### config.mk
export PLATFORM = sky130hd
export DESIGN_NAME = bp_fe_fetch_queue
export DESIGN_NICKNAME = d
export VERILOG_FILES = /design/src/rtl/bp_fe_fetch_queue.sv
export SDC_FILE = /design/constraint.sdc
export NUM_CORES = 1
export LEC_CHECK = 0
export BUFFER_PORTS_ARGS = -buffer_cell sky130_fd_sc_hd__buf_2
export CORE_MARGIN = 2
export CORE_UTILIZATION = 60
export DETAILED_ROUTE_END_ITERATION = 6
export GPL_TIMING_DRIVEN = 0
export PLACE_DENSITY = 0.87
export SLEW_MARGIN = 15
export SYNTH_ARGS = -nofsm -noshare
export SYNTH_HDL_FRONTEND = slang
export SYNTH_SLANG_ARGS = --single-unit
### constraint.sdc
create_clock -name clk_i -period 11.2 [get_ports clk_i]
set_input_delay 0 -clock clk_i [delete_from_list [all_inputs] [get_ports clk_i]]
set_output_delay 0 -clock clk_i [all_outputs]
set_load 0.1 [all_outputs]
### src/rtl/bp_fe_fetch_queue.sv
// Front-end fetch response queue: tracks in-flight fetch PCs, pairs each memory
// response with its PC, buffers results toward the backend and raises replays on icache misses.
module bp_fe_fetch_queue #(
  parameter int vaddr_width_p = 39,
  parameter int instr_width_p = 32,
  parameter int fifo_els_p    = 8
) (
  input  logic                     clk_i,
  input  logic                     reset_n_i,
  input  logic [vaddr_width_p-1:0] fetch_pc_i,
  input  logic                     fetch_issue_i,
  output logic                     fetch_ready_o,
  input  logic                     poison_i,
  input  logic                     mem_resp_v_i,
  input  logic [instr_width_p-1:0] mem_resp_data_i,
  input  logic                     mem_resp_access_fault_i,
  input  logic                     mem_resp_page_fault_i,
  input  logic                     mem_resp_itlb_miss_i,
  input  logic                     mem_resp_icache_miss_i,
  output logic                     replay_v_o,
  output logic [vaddr_width_p-1:0] replay_pc_o,
  input  logic                     flush_i,
  output logic                     fe_v_o,
  output logic [vaddr_width_p-1:0] fe_pc_o,
  output logic [instr_width_p-1:0] fe_instr_o,
  output logic [1:0]               fe_exc_o,
  input  logic                     fe_ready_i
);

  localparam int ptr_w_lp = $clog2(fifo_els_p);
  localparam int cnt_w_lp = ptr_w_lp + 1;
  localparam logic [cnt_w_lp-1:0] els_lp = cnt_w_lp'(fifo_els_p);

  logic                     v_r_q, v_r_d, v_rr_q, v_rr_d;
  logic [vaddr_width_p-1:0] pc_r_q, pc_r_d, pc_rr_q, pc_rr_d;
  logic [ptr_w_lp-1:0]      wr_ptr_q, wr_ptr_d, rd_ptr_q, rd_ptr_d;
  logic [cnt_w_lp-1:0]      count_q, count_d;

  logic [vaddr_width_p-1:0] mem_pc_q    [fifo_els_p];
  logic [instr_width_p-1:0] mem_instr_q [fifo_els_p];
  logic [1:0]               mem_exc_q   [fifo_els_p];

  logic                     paired, is_exc, replay_v, kill, enq, deq;
  logic [1:0]               enq_exc;
  logic [instr_width_p-1:0] enq_instr;
  logic [cnt_w_lp-1:0]      free_slots, in_flight;

  always_comb begin
    paired   = mem_resp_v_i & v_rr_q;
    is_exc   = mem_resp_access_fault_i | mem_resp_page_fault_i | mem_resp_itlb_miss_i;
    replay_v = paired & ~is_exc & mem_resp_icache_miss_i & ~flush_i;
    kill     = flush_i | replay_v;
    enq      = paired & (is_exc | ~mem_resp_icache_miss_i) & ~flush_i;
    deq      = (count_q != '0) & fe_ready_i;

    enq_exc   = 2'd0;
    enq_instr = '0;
    if (mem_resp_access_fault_i)    enq_exc = 2'd3;
    else if (mem_resp_page_fault_i) enq_exc = 2'd2;
    else if (mem_resp_itlb_miss_i)  enq_exc = 2'd1;
    else                            enq_instr = mem_resp_data_i;

    v_r_d   = fetch_issue_i & ~kill;
    pc_r_d  = fetch_pc_i;
    v_rr_d  = v_r_q & ~poison_i & ~kill;
    pc_rr_d = pc_r_q;

    wr_ptr_d = wr_ptr_q;
    rd_ptr_d = rd_ptr_q;
    count_d  = count_q;
    if (flush_i) begin
      wr_ptr_d = '0;
      rd_ptr_d = '0;
      count_d  = '0;
    end else begin
      if (enq) wr_ptr_d = wr_ptr_q + 1'b1;
      if (deq) rd_ptr_d = rd_ptr_q + 1'b1;
      count_d = count_q + cnt_w_lp'(enq) - cnt_w_lp'(deq);
    end

    // Credit counts only registered state so every tracked fetch owns a slot.
    free_slots = els_lp - count_q;
    in_flight  = cnt_w_lp'(v_r_q) + cnt_w_lp'(v_rr_q);
  end

  always_ff @(posedge clk_i or negedge reset_n_i) begin
    if (!reset_n_i) begin
      v_r_q    <= 1'b0;
      v_rr_q   <= 1'b0;
      pc_r_q   <= '0;
      pc_rr_q  <= '0;
      wr_ptr_q <= '0;
      rd_ptr_q <= '0;
      count_q  <= '0;
    end else begin
      v_r_q    <= v_r_d;
      v_rr_q   <= v_rr_d;
      pc_r_q   <= pc_r_d;
      pc_rr_q  <= pc_rr_d;
      wr_ptr_q <= wr_ptr_d;
      rd_ptr_q <= rd_ptr_d;
      count_q  <= count_d;
    end
  end

  always_ff @(posedge clk_i) begin
    if (enq) begin
      mem_pc_q[wr_ptr_q]    <= pc_rr_q;
      mem_instr_q[wr_ptr_q] <= enq_instr;
      mem_exc_q[wr_ptr_q]   <= enq_exc;
    end
  end

  assign fetch_ready_o = free_slots > in_flight;
  assign replay_v_o    = replay_v;
  assign replay_pc_o   = pc_rr_q;
  assign fe_v_o        = count_q != '0;
  // Storage is not reset, so head fields are forced to zero while empty.
  assign fe_pc_o       = fe_v_o ? mem_pc_q[rd_ptr_q]    : '0;
  assign fe_instr_o    = fe_v_o ? mem_instr_q[rd_ptr_q] : '0;
  assign fe_exc_o      = fe_v_o ? mem_exc_q[rd_ptr_q]   : 2'd0;

endmodule

==> results.md, run 1 <==
* M3 GR Usage at 3.50%
* Psw at 0.00351 W
* Setup crit start kind: flip-flop
* Hold depth at 2
* Netlist cell types at 42
* Area after DPL at 0.0285 mm²
* Post-route cell area at 0.0314 mm²
* Status: finished, final reports clean
* Tmin final at 3430 ps
* Clk network pwr share at 25.6%
* Flop pwr share at 34.0%
* Die Width at 213 µm
* Most common cell after layout, fill and taps aside: edfxtp_1
* XOR/XNOR share of the synthesized area at 0.134%
* DR vias/cell at 6.06
* Critical Path AT at 3430 ps
* Die ar. at 0.0452 mm²
* Place WS at 8330 ps
* Max-slew violation count at 0
* Hold Crit Endpoint: pc_r_q[10]
* Largest net degree at the start of global routing at 55
* CTS tree: done
* Final Hold Viols at 0
* DIE HEIGHT at 213 µm
* Req. time, crit path at 11200 ps
* Hold wc startpoint: fetch_pc_i[10]
* Flop2flop setup slack at 8210 ps
* Routing usage on met1 at 34.8%
* Commonest non-fill, non-tap cells in the layout: 584 x edfxtp_1, 242 x buf_2, 178 x mux2_2
* # port buffers at 195
* Static Leak at 11.0 nW
* Met2 usage at 46.6%
* Ys async rst share at 13.4%
* Worst setup EP type: primary output
* Worst-path clk slew at 70 ps
* Post-synthesis cell area at 0.0261 mm²
* Peak supply drop at 0.363 mV
* TNS Setup at 0 ps
* ANT cells at 0
* FF-to-FF End: mem_pc_q[1][25]
* Drt drc at 0
* Post-synth top flop: edfxtp_1
* GP Congestion at 0.786
* Ratio of final minimum period to clock period at 30.6%
* Area delta synth->final at 20.4%
* Wire per inst at 24.5 µm
* Core Area at 0.0430 mm²
* Synthesis Warnings at 0
* Worst Skew at 15.0 ps
* Complex-gate fraction of the synthesized area at 4.91%
* Gr busiest metal: met2
* Vias at 14900
* Rows at 76
* Max-cap violations at 0
* H-tree levels at 2
* Post-DP HPWL at 38300 µm
* Number of synthesized flops with an enable pin at 584
* Vias in the first global route at 15200
* Clock buffer depth at 3
* Non-Filler Instances at 2450
* Clock Tree Root: clkbuf_16
* RSZ-0062 raised after global routing: false
* Worst R2R Start: v_rr_q
* First-pass GRT wire length at 89600 µm
* Mapped Nets at 1481
* CTS sink cnt at 674
* Total CTS buffers at 61
* Final ANT Viol Nets at 0
* Combinational group share of total power at 40.4%
* Synthesis-stage register bit count at 674
* Share of cells above drive strength 1 at 36.6%
* Normalized max-slew margin at 23.3%
* GRT Overall Usage at 26.9%
* Final setup vio count at 0
* Cells after synthesis at 1386
* Seq/Total Area, Yosys at 75.8%
* Worst-Margin Slew at 1140 ps
* Largest family of logic cells by synthesized area: multiplexers
* Fin worst setup slack at 7770 ps
* Fmax at 0.292 GHz
* Initial antenna violation count at 0
* Cell Count Post-Placement at 2249
* Mux contribution to synthesized area at 13.1%
* Total congestion overflow at 0
* Syn Area/Cell at 18.8 µm²
* Starting Density at 60.8%
* Reg2reg path depth at 7
* Internal Pwr Total at 0.00464 W
* Nets at 1911
* Max FO, Critical Path at 10
* Synth Area in Simple Gates at 3.05%
* Synth Area in Adders at 0.652%
* Initial DRT Pass Iterations at 5
* Hold Slack at 27.0 ps
* Sw frac at 43.1%
* WS Path Type: reg -> out
* Power Density at 259 mW/mm²
* Routed Wire Length at 59900 µm
* Hold Crit Class: in -> reg
* Clock Latency Late Sink at 610 ps
* Iter 0 DRT Violations at 1514
* # IOs at 197
## kinds of logic after synthesis
group           after synthesis
buf+inv                      94
compound gates              158
flops                       674
xor+xnor                      4
mux                         297
fa+ha+maj                    13
simple gates                146
## repair_timing
action	4_1_cts	5_1_grt
hold buffers	89	0
gates resized for setup	0	0
buffers inserted	0	0
endpoints found under the hold margin	410	0
endpoints found under the setup margin	0	0
## flip-flops by register name, indices dropped and copies added (netlist names)
signal	cells
count_q	4
mem_exc_q	16
mem_instr_q	256
mem_pc_q	312
pc_r_q	39
rd_ptr_q	3
replay_pc_o	39
v_r_q	1
v_rr_q	1
wr_ptr_q	3
## worst max-delay path by stage
stage / startpoint / end / slack [ps] / cells after the start
after global routing: count_q[1] / fe_pc_o[15] / 7740 / 7
after global placement: v_rr_q / mem_pc_q[0][23] / -3120 / 3
after floorplan: v_rr_q / mem_exc_q[0][0] / 2910 / 3
after detailed placement: v_rr_q / mem_pc_q[1][28] / 8330 / 7
final: count_q[1] / fe_instr_o[30] / 7770 / 7
after CTS: count_q[1] / fe_instr_o[30] / 7840 / 7
## Yosys cell counts (12+ instances only)
| cell | count | area, µm² |
|---|---|---|
| a32oi_1 | 73 | 639 |
| and2_1 | 32 | 200 |
| buf_2 | 31 | 155 |
| buf_4 | 16 | 120 |
| buf_6 | 16 | 180 |
| clkbuf_1 | 16 | 60.1 |
| dfrtp_1 | 90 | 2250 |
| edfxtp_1 | 584 | 17500 |
| ha_1 | 12 | 150 |
| mux2_2 | 178 | 2000 |
| mux2_4 | 43 | 646 |
| mux2i_1 | 76 | 761 |
| nand3_1 | 75 | 375 |
| o211ai_1 | 73 | 548 |
## cell type report
type                    count  area, µm²
multi-input cells         618       5740
flip-flops and latches    674      19800
clock inverters            37        343
repair buffers            367       2530
well taps                 585        732
plain buffers              85        601
fillers                  2439      11500
inverters                   9       33.8
clock buffers              75       1680
## power by group through the flow
stage / clock [W] / combinational [W] / sequential [W]
after global placement: 0 / 0.00322 / 0.00282
after detailed placement: 0 / 0.00326 / 0.00283
final: 0.00209 / 0.00329 / 0.00277
after floorplan: 0 / 0.00256 / 0.00287
after CTS: 0.00210 / 0.00329 / 0.00277
after global routing: 0.00221 / 0.00339 / 0.00278
## metrics by stage
stage | total power [W] | utilization (%)
finish | 0.00816 | 73.2
detailed placement | 0.00609 | 66.4
global route | 0.00838 | 73.2
global placement | 0.00605 | 64.7
CTS | 0.00817 | 73.2
floorplan | 0.00543 | -
## per-layer routing
| metal | vias to the layer above | share of wire (%) | wire length [µm] |
|---|---|---|---|
| met4 | 0 | 3.6 | 2180 |
| met5 | - | 0 | 0 |
| met3 | 142 | 6.7 | 4040 |
| met1 | 7613 | 38 | 22800 |
| met2 | 712 | 51 | 30900 |
| li1 | 6385 | - | - |
## critical path, stage by stage (launching register included)
cell and delay [ps]:
dfrtp_1 350, inv_1 110, ha_1 320, a211oi_4 960, buf_6 270, a32oi_1 80, o211ai_1 220, buf_2 510
Note: power is estimated with default switching activity, not from simulation.
==> run 2, diff against run 1 <==
- clock period: 11.2 -> 3.35 ns (I/O delays scaled with it)
==> run 2 against run 1 <==
Setup slack got worse by 7600 ps. Non-clock buffer count decreased by 32. Combinational power increased to 3.4 times the previous value. Register-to-register slack got worse by 7500 ps. Critical path type unchanged. Critical endpoint is now fe_pc_o[36]. Largest power group unchanged.
==> results.md, run 2 (synthesis gave the netlist of run 1 again) <==
* Power Density at 871 mW/mm²
* Worst-Margin Slew at 870 ps
* Normalized max-slew margin at 41.6%
* Combinational group share of total power at 39.9%
* Req. time, crit path at 3350 ps
* Vias at 14600
* Initial antenna violation count at 0
* Wire per inst at 24.8 µm
* Layout Utilization at 74.2%
* Clock Latency Late Sink at 600 ps
* Max FFs per register at 312
* Rows at 76
* Area of the multi-input gates at 0.00581 mm²
* Sw frac at 42.8%
* Slowest stage delay, CP at 520 ps
* Share of cells above drive strength 1 at 35.6%
* Die ar. at 0.0452 mm²
* First-pass GRT wire length at 90400 µm
* Final setup vio count at 0
* Core Area at 0.0430 mm²
* Largest register by flop count: mem_pc_q
* ANT cells at 0
* Post-route cell area at 0.0319 mm²
* Worst-path clk slew at 60 ps
* WS Path Type: reg -> out
* # port buffers at 195
* Hold Crit Class: in -> reg
* Largest registers: mem_pc_q x312, mem_instr_q x256
* Initial DRT Pass Iterations at 5
* CTS tree: done
* GP Congestion at 0.783
* # IOs at 197
* Total congestion overflow at 0
* Total CTS buffers at 67
* Die Width at 213 µm
* Ratio of final minimum period to clock period at 95.2%
* Area delta synth->final at 22.1%
* Max-slew violation count at 0
* Psw at 0.0119 W
* Post-DP HPWL at 37900 µm
* Fmax at 0.314 GHz
* Internal Pwr Total at 0.0159 W
* GRT Overall Usage at 27.3%
* Status: finished, final reports clean
* Max-cap violations at 0
* H-tree levels at 3
* Routed Wire Length at 60300 µm
* Routing usage on met1 at 34.6%
* Worst setup EP type: primary output
* Final Hold Viols at 0
* CTS sink cnt at 674
* M3 GR Usage at 4.95%
* Tmin final at 3190 ps
* Setup crit start kind: flip-flop
* Max FO, Critical Path at 10
* Vias in the first global route at 15400
* Flop pwr share at 33.4%
* Area after DPL at 0.0288 mm²
* Final ANT Viol Nets at 0
* Gr busiest metal: met2
* Nets at 1885
* TNS Setup at 0 ps
* Clock Tree Root: clkbuf_16
* Iter 0 DRT Violations at 1432
* Worst Skew at 31.8 ps
* Critical Path AT at 3190 ps
* Largest net degree at the start of global routing at 60
* Crit path cell chain: inv_1 > ha_1 > a21boi_2 > buf_4 > clkbuf_1 > nand3_1 > o211ai_1 > buf_2
* Worst path slowest cell: clkbuf_1
* Clock buffer depth at 3
* Starting Density at 60.8%
* Most common cell after layout, fill and taps aside: edfxtp_1
* Static Leak at 11.1 nW
* DIE HEIGHT at 213 µm
* Met2 usage at 46.6%
* Commonest non-fill, non-tap cells in the layout: 584 x edfxtp_1, 225 x buf_2, 178 x mux2_2
* RSZ-0062 raised after global routing: false
* DR vias/cell at 6.03
* Clk network pwr share at 26.7%
* Register area at 0.0198 mm²
* Peak supply drop at 0.870 mV
* Drt drc at 0
* Fillers at 2424
## run 2: cell types whose count changed in the layout (fill, tap and decap cells not counted), sizes merged
cell / previous run / this run
clkinvlp: 1 / 0
clkbuf: 92 / 109
buf: 347 / 316
clkinv: 27 / 22
bufinv: 6 / 4
dlygate4sd3: 88 / 87
## run 2: per-stage QoR
| step | std cells | hold slack (ps) | total power (W) | worst slack (ps) |
|---|---|---|---|---|
| after floorplan | 1386 | -296 | 0.0182 | -689 |
| after global placement | 2166 | 107 | 0.0202 | -3130 |
| after detailed placement | 2215 | -12.9 | 0.0203 | 622 |
| after CTS | 2427 | 1.07 | 0.0278 | 136 |
| after global routing | 2427 | 36.3 | 0.0285 | 9.84 |
| final | 2427 | 21.3 | 0.0278 | 162 |
## run 2: what timing repair did
item	CTS	global route
setup endpoints to repair	5	4
hold buffers	88	0
endpoints found under the hold margin	410	0
buffers inserted	3	0
gates resized for setup	0	2
pin swaps	1	0
## run 2: final timing paths
| kind | from | to | slack, ps | depth (start not counted) |
|---|---|---|---|---|
| worst max-delay path | count_q[1] | fe_pc_o[36] | 160 | 8 |
| worst min-delay path | mem_resp_itlb_miss_i | mem_exc_q[7][0] | 20 | 2 |
| worst max register to register | count_q[1] | count_q[3] | 760 | 9 |
| worst min register to register | pc_r_q[23] | replay_pc_o[23] | 350 | 0 |
| max in group asynchronous | reset_n_i | wr_ptr_q[2] | 2540 | 4 |
| min in group asynchronous | reset_n_i | replay_pc_o[30] | 480 | 4 |
## run 2: metal layers
metal	share of wire, %	vias up
li1	-	6349
met1	39	7454
met2	51	692
met3	7.2	130
met4	3.3	0
met5	0	-
## run 2: area by class of cell
cell class,count,area share (%)
clock inverter,29,0.851
buffer,85,1.89
sequential,674,62.1
multi-input combinational,618,18.2
clock buffer,92,6.01
timing repair buffer,335,8.57
inverter,9,0.106
tap,585,2.30
## run 2: critical path, delay by kind of cell (launching register included)
family | cells | cell delay (ps)
buf+inv | 4 | 1380
simple gates | 1 | 150
compound gates | 2 | 400
fa+ha+maj | 1 | 310
flops | 1 | 350
## run 2: power groups by stage
stage	Clock, W	Combinational [W]	Sequential, W
finish	0.00742	0.0111	0.00928
global route	0.00784	0.0114	0.00928
CTS	0.00748	0.0111	0.00928
detailed placement	0	0.0109	0.00945
global placement	0	0.0108	0.00944
floorplan	0	0.00857	0.00960
==> run 3, diff against run 2 <==
- ABC_AREA: not set -> 1
- CORE_UTILIZATION: 60 -> 55
- PLACE_DENSITY: 0.87 -> 0.84
- clock period: 3.35 -> 2.8 ns (I/O delays scaled with it)
==> run 3 against run 2 <==
Wire length up 23%. Sequential cell count unchanged. First-iteration DRC count is 93% higher. Synthesized cell count rose by 100%. Area after synthesis grew 9.3%. Hold slack about the same. Final cell count up 61%. Global-route usage grew 0.60 points. Sequential share of layout area is 4.3 points lower. Critical endpoint is now fe_exc_o[0]. Largest cell class unchanged.
==> results.md, run 3 <==
* Status: finished, final reports clean
* Req. time, crit path at 2800 ps
* Top-count cell post-synth: nand2_1
* Fillers at 3423
* Post-synth top flop: edfxtp_1
* Post-DP HPWL at 44900 µm
* Sw frac at 44.6%
* Vias at 20900
* H-tree levels at 3
* Critical Path AT at 2770 ps
* Total congestion overflow at 0
* Share of cells above drive strength 1 at 13.7%
* Psw at 0.0153 W
* Seq/Total Area, Yosys at 69.3%
* Vias in the first global route at 21300
* DIE HEIGHT at 232 µm
* Largest register by flop count: mem_pc_q
* Iter 0 DRT Violations at 2764
* Drt drc at 0
* Number of synthesized flops with an enable pin at 584
* Worst-path clk slew at 60 ps
* # port buffers at 196
* Initial antenna violation count at 1
* Tmin final at 2770 ps
* Flop pwr share at 32.4%
* Most frequent cells after synthesis: 751 x nand2_1, 640 x inv_1, 584 x edfxtp_1, 377 x nand3_1, 196 x nor2_1
* Flop2flop setup slack at 250 ps
* Internal Pwr Total at 0.0190 W
* Mapped Nets at 2890
* Most common cell after layout, fill and taps aside: nand2_1
* Max FO, Critical Path at 10
* First-pass GRT wire length at 113000 µm
* Area after DPL at 0.0310 mm²
* CTS sink cnt at 674
* Non-Filler Instances at 3906
* Cells after synthesis at 2795
* Synth top area cells: edfxtp_1 61%, nand2_1 9.9%, inv_1 8.4%, dfrtp_1 7.9%, nand3_1 6.6%
* Clock Tree Root: clkbuf_16
* Synthesis-stage register bit count at 674
* Commonest non-fill, non-tap cells in the layout: 751 x nand2_1, 640 x inv_1, 584 x edfxtp_1
* CTS tree: done
* Ys async rst share at 13.4%
* Reg2reg path depth at 11
* # IOs at 197
* Post-route cell area at 0.0343 mm²
* Final ANT Viol Nets at 0
* Nets at 3269
* Post-synthesis cell area at 0.0285 mm²
* Static Leak at 15.9 nW
* Die ar. at 0.0537 mm²
* Max-slew violation count at 0
* Ratio of final minimum period to clock period at 98.8%
* Power Density at 1000 mW/mm²
* Hold Crit Class: in -> reg
* Largest registers: mem_pc_q x312, mem_instr_q x256
* Netlist cell types at 19
* Clock Latency Late Sink at 620 ps
* ANT cells at 0
* GRT Overall Usage at 27.9%
* Total CTS buffers at 69
* GP Congestion at 0.801
* Final setup vio count at 0
* Max-cap violations at 0
* Area delta synth->final at 20.1%
* Hold depth at 2
* Fmax at 0.362 GHz
* # Post-CTS Setup Buffers at 0
* Routed Wire Length at 74200 µm
* Final Hold Viols at 0
* Rows at 83
* Clk network pwr share at 26.3%
* Die Width at 232 µm
* Post-synth top area cell: edfxtp_1
* Starting Density at 55.6%
* Syn Area/Cell at 10.2 µm²
* Setup crit start kind: flip-flop
* Normalized max-slew margin at 32.2%
* Cell Count Post-Placement at 3696
* Worst setup EP type: primary output
* Largest net degree at the start of global routing at 60
* Combinational group share of total power at 41.3%
* Synthesis Warnings at 0
* Max FFs per register at 312
* Worst Skew at 24.8 ps
* Wire per inst at 19.0 µm
* Layout Utilization at 66.8%
* WS Path Type: reg -> out
* Peak supply drop at 1.25 mV
* Clock buffer depth at 3
* Core Area at 0.0513 mm²
* Initial DRT Pass Iterations at 6
* Worst-Margin Slew at 1010 ps
* DR vias/cell at 5.35
* Synth top area share at 61.4%
## run 3: changes by cell type after synthesis, moves of 7 or more
cell      change
buf_2        +68
o211ai_1     -73
a32oi_1      -73
inv_1       +632
nand2b_1      -7
nor2_1      +189
nand3_1     +302
and2_1       -32
buf_6        -12
mux2i_1      -76
nand2_1     +747
mux2_4       -43
mux2_2      -178
buf_4        -15
## run 3: cell families after synthesis
family	Yosys count	share of synthesized area, %
and+or+nand+nor	1328	19.2
buffers and inverters	767	10.6
DFF	674	69.3
adders and majority gates	13	0.596
AOI/OAI and AO/OA	10	0.184
xor gates and xnor gates	3	0.0921
## run 3: timing repair
item / CTS / global route
setup endpoints to repair: 68 / 55
endpoints found under the hold margin: 403 / 0
hold buffers: 87 / 0
resized for setup: 25 / 67
## run 3: final timing paths
kind,from,to
worst max-delay path,rd_ptr_q[1],fe_exc_o[0]
worst min-delay path,fetch_pc_i[13],pc_r_q[13]
worst max register to register,count_q[1],count_q[2]
worst min register to register,pc_r_q[12],replay_pc_o[12]
max in group asynchronous,reset_n_i,replay_pc_o[36]
min in group asynchronous,reset_n_i,rd_ptr_q[2]
## run 3: worst max-delay path, stage by stage (launching register included)
cell and delay [ps]:
dfrtp_1 470, buf_2 390, buf_2 340, nand3_1 130, nand3_1 110, nand2_1 80, nor2_2 170, buf_2 460
## run 3: power groups by stage
| stage | Sequential [W] | Clock, W | Combinational [W] |
|---|---|---|---|
| after floorplan | 0.0115 | 0 | 0.0102 |
| after global placement | 0.0113 | 0 | 0.0132 |
| after detailed placement | 0.0113 | 0 | 0.0134 |
| after CTS | 0.0111 | 0.00902 | 0.0137 |
| after global routing | 0.0111 | 0.00944 | 0.0148 |
| final | 0.0111 | 0.00901 | 0.0142 |
## run 3: per-layer routing
metal | track usage, % | part of all wire, % | routed length, µm
met3 | 4.81 | 10 | 7700
met4 | 15.3 | 5.3 | 3900
met1 | 34.9 | 36 | 26500
met5 | 0 | 0.0094 | 7
met2 | 46.3 | 49 | 36100
## run 3: stage by stage
stage	setup WS (ps)	total power [W]	setup TNS [ps]	hold WS [ps]
after CTS	7.73	0.0339	0	4.94
after floorplan	-327	0.0216	-164810	-296
final	34.5	0.0343	0	20.9
after detailed placement	217	0.0247	0	-14.6
after global routing	-31.3	0.0353	-41.8	13.5
after global placement	-1950	0.0245	-983580	107
## run 3: area by class of cell
class	instances	area (µm²)	share of cell area [%]
Clock inverter	26	262	0.763
Multi-Input combinational cell	1354	5800	16.9
Inverter	641	2410	7.03
Buffer	126	652	1.90
Sequential cell	674	19800	57.7
Tap cell	680	851	2.48
Clock buffer	97	1900	5.56
Timing Repair Buffer	308	2610	7.61
